[src/rtl/tlb_cmd_unit.sv]
// tlb_cmd_unit
//   Executes one TLB maintenance op at a time (TLBSRCH, TLBRD, TLBWR, TLBFILL,
//   INVTLB) against a TLBNUM-entry TLB and returns the CSR updates that op
//   produces. The op is accepted with a valid/ready handshake. The unit drives
//   the TLB write, read, search-1 and invtlb ports for one cycle. It then
//   presents a one-cycle response.
//   Timing: accept in cycle N, TLB strobe in N+1, response in N+2, ready in N+3.
//
// Ports
//   clk, reset           clock; synchronous active-high reset
//   req_*                op handshake, opcode and INVTLB operands
//   csr_*                current TLBIDX/TLBEHI/TLBELO0/1/ASID/ESTAT.Ecode values,
//                        held stable by the pipeline from accept to response
//   tlb_s_*              search port 1; tlb_s_sel claims it from the pipeline
//   tlb_we, tlb_w_*      entry write port
//   tlb_r_index, tlb_r_* entry read port
//   tlb_inv_valid/op     INVTLB strobe (key shared with search port 1)
//   resp_*               completion pulse plus CSR write enables and values
module tlb_cmd_unit #(
  parameter int TLBNUM = 16,
  parameter int IDXW   = $clog2(TLBNUM)
) (
  input  logic            clk,
  input  logic            reset,
  input  logic            req_valid,
  output logic            req_ready,
  input  logic [2:0]      req_op,
  input  logic [4:0]      req_inv_op,
  input  logic [9:0]      req_inv_asid,
  input  logic [18:0]     req_inv_vppn,
  input  logic [IDXW-1:0] csr_idx_index,
  input  logic [5:0]      csr_idx_ps,
  input  logic            csr_idx_ne,
  input  logic [18:0]     csr_ehi_vppn,
  input  logic [9:0]      csr_asid,
  input  logic [31:0]     csr_elo0,
  input  logic [31:0]     csr_elo1,
  input  logic [5:0]      csr_estat_ecode,
  output logic            tlb_s_sel,
  output logic [18:0]     tlb_s_vppn,
  output logic [9:0]      tlb_s_asid,
  input  logic            tlb_s_found,
  input  logic [IDXW-1:0] tlb_s_index,
  output logic            tlb_we,
  output logic [IDXW-1:0] tlb_w_index,
  output logic            tlb_w_e,
  output logic [18:0]     tlb_w_vppn,
  output logic [5:0]      tlb_w_ps,
  output logic [9:0]      tlb_w_asid,
  output logic            tlb_w_g,
  output logic [19:0]     tlb_w_ppn0,
  output logic [1:0]      tlb_w_plv0,
  output logic [1:0]      tlb_w_mat0,
  output logic            tlb_w_d0,
  output logic            tlb_w_v0,
  output logic [19:0]     tlb_w_ppn1,
  output logic [1:0]      tlb_w_plv1,
  output logic [1:0]      tlb_w_mat1,
  output logic            tlb_w_d1,
  output logic            tlb_w_v1,
  output logic [IDXW-1:0] tlb_r_index,
  input  logic            tlb_r_e,
  input  logic [18:0]     tlb_r_vppn,
  input  logic [5:0]      tlb_r_ps,
  input  logic [9:0]      tlb_r_asid,
  input  logic            tlb_r_g,
  input  logic [19:0]     tlb_r_ppn0,
  input  logic [1:0]      tlb_r_plv0,
  input  logic [1:0]      tlb_r_mat0,
  input  logic            tlb_r_d0,
  input  logic            tlb_r_v0,
  input  logic [19:0]     tlb_r_ppn1,
  input  logic [1:0]      tlb_r_plv1,
  input  logic [1:0]      tlb_r_mat1,
  input  logic            tlb_r_d1,
  input  logic            tlb_r_v1,
  output logic            tlb_inv_valid,
  output logic [4:0]      tlb_inv_op,
  output logic            resp_valid,
  output logic            resp_ine,
  output logic            resp_idx_we,
  output logic            resp_idx_index_we,
  output logic [IDXW-1:0] resp_idx_index,
  output logic [5:0]      resp_idx_ps,
  output logic            resp_idx_ne,
  output logic            resp_ent_we,
  output logic [18:0]     resp_ehi_vppn,
  output logic [31:0]     resp_elo0,
  output logic [31:0]     resp_elo1,
  output logic [9:0]      resp_asid
);

  typedef enum logic [1:0] {S_IDLE, S_ISSUE, S_RESP} state_t;

  localparam logic [2:0] OP_SRCH = 3'd0;
  localparam logic [2:0] OP_RD   = 3'd1;
  localparam logic [2:0] OP_WR   = 3'd2;
  localparam logic [2:0] OP_FILL = 3'd3;
  localparam logic [2:0] OP_INV  = 3'd4;

  typedef struct packed {
    logic [2:0]      op;
    logic [4:0]      inv_op;
    logic [9:0]      inv_asid;
    logic [18:0]     inv_vppn;
    logic [IDXW-1:0] fill_idx;
  } req_t;

  typedef struct packed {
    logic        e;
    logic [18:0] vppn;
    logic [5:0]  ps;
    logic [9:0]  asid;
    logic        g;
    logic [19:0] ppn0;
    logic [1:0]  plv0;
    logic [1:0]  mat0;
    logic        d0;
    logic        v0;
    logic [19:0] ppn1;
    logic [1:0]  plv1;
    logic [1:0]  mat1;
    logic        d1;
    logic        v1;
  } ent_t;

  state_t          state, state_nxt;
  logic [IDXW-1:0] fill_cnt;
  req_t            req_q;
  logic            s_found_q;
  logic [IDXW-1:0] s_index_q;
  ent_t            rd_q;
  logic            accept;
  logic            inv_ok;

  assign accept = req_valid && (state == S_IDLE);
  // INVTLB ops 7..31 are reserved: they raise INE and leave the TLB alone
  assign inv_ok = (req_q.inv_op <= 5'd6);

  // Packs a read-back page half into the TLBELO CSR layout.
  function automatic logic [31:0] mk_elo(input logic [19:0] ppn, input logic g,
                                         input logic [1:0] mat, input logic [1:0] plv,
                                         input logic d, input logic v);
    return {4'b0, ppn, 1'b0, g, mat, plv, d, v};
  endfunction

  // ---------------------------------------------------------------- state
  always_ff @(posedge clk) begin
    if (reset) state <= S_IDLE;
    else       state <= state_nxt;
  end

  // Free-running fill pointer; TLBFILL uses whatever it held at accept.
  always_ff @(posedge clk) begin
    if (reset)                               fill_cnt <= '0;
    else if (fill_cnt == IDXW'(TLBNUM - 1))  fill_cnt <= '0;
    else                                     fill_cnt <= fill_cnt + 1'b1;
  end

  always_ff @(posedge clk) begin
    if (reset) begin
      req_q <= '0;
    end else if (accept) begin
      req_q.op       <= req_op;
      req_q.inv_op   <= req_inv_op;
      req_q.inv_asid <= req_inv_asid;
      req_q.inv_vppn <= req_inv_vppn;
      req_q.fill_idx <= fill_cnt;
    end
  end

  // Search and read results are captured at the end of ISSUE.
  // The response is then built from registers, not from the TLB's combinational path.
  always_ff @(posedge clk) begin
    if (reset) begin
      s_found_q <= 1'b0;
      s_index_q <= '0;
      rd_q      <= '0;
    end else if (state == S_ISSUE) begin
      s_found_q <= tlb_s_found;
      s_index_q <= tlb_s_index;
      rd_q.e    <= tlb_r_e;
      rd_q.vppn <= tlb_r_vppn;
      rd_q.ps   <= tlb_r_ps;
      rd_q.asid <= tlb_r_asid;
      rd_q.g    <= tlb_r_g;
      rd_q.ppn0 <= tlb_r_ppn0;
      rd_q.plv0 <= tlb_r_plv0;
      rd_q.mat0 <= tlb_r_mat0;
      rd_q.d0   <= tlb_r_d0;
      rd_q.v0   <= tlb_r_v0;
      rd_q.ppn1 <= tlb_r_ppn1;
      rd_q.plv1 <= tlb_r_plv1;
      rd_q.mat1 <= tlb_r_mat1;
      rd_q.d1   <= tlb_r_d1;
      rd_q.v1   <= tlb_r_v1;
    end
  end

  // --------------------------------------------------- write / read fields
  // The write data only matters while tlb_we is high, so it is left unconditioned.
  // During a refill (Ecode 3F), TLBFILL/TLBWR always produce a valid entry.
  assign tlb_w_index = (req_q.op == OP_FILL) ? req_q.fill_idx : csr_idx_index;
  assign tlb_w_e     = (csr_estat_ecode == 6'h3F) | ~csr_idx_ne;
  assign tlb_w_vppn  = csr_ehi_vppn;
  assign tlb_w_ps    = csr_idx_ps;
  assign tlb_w_asid  = csr_asid;
  assign tlb_w_g     = csr_elo0[6] & csr_elo1[6];
  assign tlb_w_ppn0  = csr_elo0[27:8];
  assign tlb_w_plv0  = csr_elo0[3:2];
  assign tlb_w_mat0  = csr_elo0[5:4];
  assign tlb_w_d0    = csr_elo0[1];
  assign tlb_w_v0    = csr_elo0[0];
  assign tlb_w_ppn1  = csr_elo1[27:8];
  assign tlb_w_plv1  = csr_elo1[3:2];
  assign tlb_w_mat1  = csr_elo1[5:4];
  assign tlb_w_d1    = csr_elo1[1];
  assign tlb_w_v1    = csr_elo1[0];
  assign tlb_r_index = csr_idx_index;

  // Reserved ELO bits have no TLB storage.
  logic unused_elo_bits;
  assign unused_elo_bits = ^{csr_elo0[31:28], csr_elo0[7], csr_elo1[31:28], csr_elo1[7]};

  // ------------------------------------------- next state and strobe/resp
  // Strobes and the response are masked by reset in the same cycle.
  // A reset that lands during ISSUE therefore leaves the TLB untouched.
  always_comb begin
    state_nxt         = state;
    req_ready         = 1'b0;
    tlb_s_sel         = 1'b0;
    tlb_s_vppn        = '0;
    tlb_s_asid        = '0;
    tlb_we            = 1'b0;
    tlb_inv_valid     = 1'b0;
    tlb_inv_op        = '0;
    resp_valid        = 1'b0;
    resp_ine          = 1'b0;
    resp_idx_we       = 1'b0;
    resp_idx_index_we = 1'b0;
    resp_idx_index    = '0;
    resp_idx_ps       = '0;
    resp_idx_ne       = 1'b0;
    resp_ent_we       = 1'b0;
    resp_ehi_vppn     = '0;
    resp_elo0         = '0;
    resp_elo1         = '0;
    resp_asid         = '0;

    case (state)
      S_IDLE: begin
        req_ready = 1'b1;
        if (req_valid) state_nxt = S_ISSUE;
      end

      S_ISSUE: begin
        state_nxt = S_RESP;
        if (!reset) begin
          case (req_q.op)
            OP_SRCH: begin
              tlb_s_sel  = 1'b1;
              tlb_s_vppn = csr_ehi_vppn;
              tlb_s_asid = csr_asid;
            end
            OP_WR, OP_FILL: tlb_we = 1'b1;
            OP_INV: begin
              if (inv_ok) begin
                tlb_inv_valid = 1'b1;
                tlb_inv_op    = req_q.inv_op;
                tlb_s_sel     = 1'b1;
                tlb_s_vppn    = req_q.inv_vppn;
                tlb_s_asid    = req_q.inv_asid;
              end
            end
            default: ;
          endcase
        end
      end

      S_RESP: begin
        state_nxt = S_IDLE;
        if (!reset) begin
          resp_valid = 1'b1;
          case (req_q.op)
            OP_SRCH: begin
              resp_idx_we = 1'b1;
              resp_idx_ps = csr_idx_ps;
              if (s_found_q) begin
                resp_idx_index_we = 1'b1;
                resp_idx_index    = s_index_q;
              end else begin
                resp_idx_ne = 1'b1;
              end
            end
            OP_RD: begin
              resp_idx_we = 1'b1;
              resp_ent_we = 1'b1;
              if (rd_q.e) begin
                resp_idx_ps   = rd_q.ps;
                resp_ehi_vppn = rd_q.vppn;
                resp_asid     = rd_q.asid;
                resp_elo0     = mk_elo(rd_q.ppn0, rd_q.g, rd_q.mat0, rd_q.plv0, rd_q.d0, rd_q.v0);
                resp_elo1     = mk_elo(rd_q.ppn1, rd_q.g, rd_q.mat1, rd_q.plv1, rd_q.d1, rd_q.v1);
              end else begin
                resp_idx_ne = 1'b1;
              end
            end
            OP_INV: resp_ine = ~inv_ok;
            default: ;
          endcase
        end
      end

      default: state_nxt = S_IDLE;
    endcase
  end

endmodule

[config.mk]
export PLATFORM = sky130hd
export DESIGN_NAME = tlb_cmd_unit
export DESIGN_NICKNAME = d
export VERILOG_FILES = /design/src/rtl/tlb_cmd_unit.sv
export SDC_FILE = /design/constraint.sdc
export NUM_CORES = 1
export LEC_CHECK = 0
export ABC_AREA = 1
export CAP_MARGIN = 20
export CORE_AREA = 2 2 187 189
export DETAILED_ROUTE_END_ITERATION = 8
export DIE_AREA = 0 0 189 191
export MAX_ROUTING_LAYER = met4
export PLACE_DENSITY = 0.55
export SLEW_MARGIN = 10
export SYNTH_ARGS = -nofsm -noshare
export SYNTH_HDL_FRONTEND = slang
export SYNTH_SLANG_ARGS = --single-unit
[constraint.sdc]
create_clock -name clk -period 2.87 [get_ports clk]
set_input_delay 0.574 -clock clk [delete_from_list [all_inputs] [get_ports clk]]
set_output_delay 0.574 -clock clk [all_outputs]
set_load 0.02 [all_outputs]
==> impl_metrics.prom <==
# TYPE chip_impl_metric gauge
chip_impl_info{name="outcome",value="finished, final reports clean"} 1
chip_impl_metric{name="antenna_cells_inserted",unit=""} 0
chip_impl_metric{name="die_w",unit="microns"} 189
chip_impl_metric{name="detail_route.drc_violations",unit=""} 0
chip_impl_metric{name="worstPathBufferInverterCount",unit=""} 5
chip_impl_metric{name="power_per_cell_area",unit="nW/um^2"} 474
chip_impl_info{name="critical_setup_path_class",value="in -> out"} 1
chip_impl_metric{name="cpPeakStageDelay",unit="ns"} 0.62
chip_impl_info{name="min_path_type",value="reg -> reg"} 1
chip_impl_metric{name="yosys_warnings",unit=""} 0
chip_impl_metric{name="synth_enable_flop_cells",unit=""} 0
chip_impl_metric{name="synthDominantCellAreaShare",unit="%"} 38.8
chip_impl_metric{name="yosys-mux-area-fraction",unit="%"} 0
chip_impl_metric{name="fp.dieArea",unit="sq um"} 36100
chip_impl_metric{name="finalSetupTns",unit="ns"} 0
chip_impl_metric{name="dieHeight",unit="microns"} 191
chip_impl_metric{name="io_buffers",unit=""} 361
chip_impl_metric{name="design.final.nets",unit=""} 1561
chip_impl_info{name="synth_largest_area_cell",value="dfxtp_1"} 1
chip_impl_metric{name="detail_route.wl_per_cell",unit="microns"} 14.3
chip_impl_metric{name="crit_path_max_fanout",unit=""} 8
chip_impl_metric{name="synth_compound_gate_area_share",unit="%"} 16.9
chip_impl_metric{name="clock-skew-final",unit="ns"} 0.0126
chip_impl_info{name="critPathSlowestCell",value="clkdlybuf4s50_1"} 1
chip_impl_info{name="synth_most_common_cell",value="nor2_1"} 1
chip_impl_info{name="cts_tree",value="done"} 1
chip_impl_metric{name="power_leakage",unit="uW"} 0.00473
chip_impl_metric{name="worst_slew_pin_slew",unit="ns"} 0.831
chip_impl_metric{name="place.gp.congestion",unit=""} 0.824
chip_impl_metric{name="cp.required",unit="ns"} 2.30
chip_impl_metric{name="synth-simple-area-share",unit="%"} 21.1
chip_impl_metric{name="initial_utilization",unit="%"} 21.3
chip_impl_metric{name="holdWs",unit="ns"} 0.452
chip_impl_info{name="crit_path_end_kind",value="output port"} 1
chip_impl_metric{name="i_o_pin_total",unit=""} 488
chip_impl_metric{name="yosys_register_bits",unit=""} 141
chip_impl_metric{name="num_rows",unit=""} 68
chip_impl_metric{name="grt_antenna_before_repair",unit=""} 0
chip_impl_info{name="dominant_combinational_cell_family_by_area_after_synthesis",value="buffers and inverters"} 1
chip_impl_metric{name="totalWireLength",unit="microns"} 25600
chip_impl_info{name="synth.top_cells.by_area",value="dfxtp_1 (39%), nor2_1 (14%), buf_4 (11%)"} 1
chip_impl_metric{name="cts_inserted_buffers",unit=""} 17
chip_impl_metric{name="dr.pass1.iters",unit=""} 4
chip_impl_metric{name="overflow",unit=""} 0
chip_impl_metric{name="drt-vias-per-instance",unit=""} 4.14
chip_impl_metric{name="groute.usage.overall",unit="%"} 14.3
chip_impl_metric{name="finalHoldViolations",unit=""} 0
chip_impl_metric{name="yosysSeqAreaShare",unit="%"} 38.8
chip_impl_metric{name="vdd_ir_drop_max",unit="mV"} 0.374
chip_impl_metric{name="cts.sink_count",unit=""} 141
chip_impl_metric{name="grt_first_pass_wirelength",unit="microns"} 38400
chip_impl_metric{name="cts_max_path_buffers",unit=""} 2
chip_impl_metric{name="post-place-ws",unit="ns"} -0.270
chip_impl_metric{name="detail_route.iter0.violations",unit=""} 207
chip_impl_metric{name="via_count",unit=""} 7379
chip_impl_metric{name="cap_violations",unit=""} 0
chip_impl_metric{name="insertion_delay",unit="ns"} 0.44
chip_impl_metric{name="area_growth",unit="%"} 51.9
chip_impl_metric{name="drive_gt1_share",unit="%"} 9.33
chip_impl_metric{name="maximum_clock_frequency",unit="MHz"} 355
chip_impl_metric{name="synth-async-reset-ratio",unit="%"} 0
chip_impl_metric{name="hpwl",unit="microns"} 19400
chip_impl_info{name="synthTopCellsByCount",value="nor2_1 (273), o21ai_0 (142), dfxtp_1 (141)"} 1
chip_impl_info{name="timing.critical_path.max_delay_family",value="buffers and inverters"} 1
chip_impl_metric{name="core_region_area",unit="sq um"} 34100
chip_impl_info{name="startpoint_type",value="primary input"} 1
chip_impl_metric{name="post_cts.repair.setup_buffers",unit=""} 0
chip_impl_metric{name="cts.reportedPaths.clkPinSlew",unit="ns"} 0.06
chip_impl_metric{name="antenna_violating_nets_post_route",unit=""} 0
chip_impl_metric{name="synthesis.area_per_instance",unit="sq um"} 6.85
chip_impl_metric{name="synth.distinct_cells",unit=""} 25
chip_impl_metric{name="post_synth_inst_count",unit=""} 1063
chip_impl_metric{name="post-route-period-util",unit="%"} 98.2
chip_impl_metric{name="finalSetupViolations",unit=""} 0
chip_impl_metric{name="yosys.area_share.xor_xnor",unit="%"} 0.120
chip_impl_metric{name="finalWorstSetupSlack",unit="ns"} 0.0530
chip_impl_metric{name="cts_htree_levels",unit=""} 4
chip_impl_info{name="predominant_post_synthesis_flop_cell",value="dfxtp_1"} 1
chip_impl_info{name="critical_path_cell_by_cell",value="clkdlybuf4s50_1 -> clkinv_2 -> nand3_4 -> buf_4 -> buf_4 -> a21oi_1 -> clkdlybuf4s50_1"} 1
chip_impl_metric{name="synth-adder-area-share",unit="%"} 0.172
chip_impl_info{name="root_buffer",value="clkbuf_16"} 1
chip_impl_metric{name="syn_area",unit="sq um"} 7280
chip_impl_metric{name="timing.critical_path.arrival",unit="ns"} 2.24
chip_impl_metric{name="first_global_vias",unit=""} 7258
chip_impl_metric{name="clock_period_minus_final_worst_setup_slack",unit="ns"} 2.82
chip_impl_metric{name="maxSlewViolCount",unit=""} 0
chip_impl_metric{name="pin_count_of_the_biggest_net_entering_global_routing",unit=""} 183
chip_impl_metric{name="maxSlewHeadroom",unit="%"} 44.6
state kept, by name, indices dropped and copies added, names as in the netlist:
signal,flops
s_found_q,1
fill_cnt,4
state,2
req_q,41
s_index_q,4
rd_q,89
tightest hold or removal path: cells and delay by family, from the launching register on:
family | cells | cell delay, ns
flip-flops | 1 | 0.30
buffers and inverters | 1 | 0.06
AO/OA/AOI/OAI | 1 | 0.05
final cells by class:
type / instances / area [sq um]
Clock buffer: 20 / 447
Clock inverter: 12 / 114
Fill cell: 3713 / 23100
Inverter: 137 / 515
Multi-Input combinational cell: 625 / 2850
Sequential cell: 141 / 2820
Tap cell: 455 / 569
Timing Repair Buffer: 394 / 3730
path summary, 6_finish.rpt:
kind	start	to	slack, ns	cells after the start
worst max register to register	state[1]$_SDFFE_PP0P_	rd_q[59]$_SDFFE_PP0P_	1.16	5
worst max-delay path	reset	resp_idx_ps[1]	0.05	7
worst min register to register	rd_q[84]$_SDFFE_PP0P_	rd_q[84]$_SDFFE_PP0P_	0.45	2
worst min-delay path	rd_q[84]$_SDFFE_PP0P_	rd_q[84]$_SDFFE_PP0P_	0.45	2
kinds of logic (layout without fill, tap and decap cells):
kind of cell | Yosys count | count (layout)
compound gates | 245 | 245
xor+xnor | 1 | 1
fa+ha+maj | 1 | 1
buf+inv | 308 | 563
flops | 141 | 141
other cells | 1 | 12
simple gates | 366 | 366
layout by cell type, fill, tap and decap left out, types with 4 or more instances in the layout:
master	count
clkinv_2	4
buf_4	29
o21ai_0	142
clkdlybuf4s50_1	230
conb_1	12
nor2_2	24
nand2_1	22
clkinv_4	5
dlygate4sd2_1	78
clkbuf_2	23
dfxtp_1	141
dlymetal6s2s_1	4
a21oi_1	103
nor2_1	269
clkdlybuf4s15_1	24
clkbuf_16	17
nand3_1	38
buf_12	6
inv_1	134
layer usage:
metal,routed length [microns],track usage [%]
met1,10700,15.3
met2,12100,24.3
met3,2190,4.72
met4,563,5.56
met5,0,-
stage by stage:
stage | instances | area (sq um) | total power, uW | util (%)
6_report | 1784 | 11100 | 5240 | 32.4
5_1_grt | 1784 | 11100 | 5530 | 32.4
4_1_cts | 1784 | 11100 | 5350 | 32.5
3_5_place_dp | 1752 | 10700 | 3190 | 31.3
3_3_place_gp | 1752 | 10700 | 3170 | 31.3
2_1_floorplan | 1074 | 7320 | 2850 | -
power by group:
part / switching [uW] / internal [uW]
Combinational: 510 / 457
Sequential: 58.0 / 2110
Clock: 890 / 1220
what timing repair did:
item,CTS,global route
hold endpoints to repair,0,0
hold buffers,0,0
resized for setup,128,78
endpoints found under the setup margin,130,53
cloned,0,0
Power figures use the tool's default switching activity.
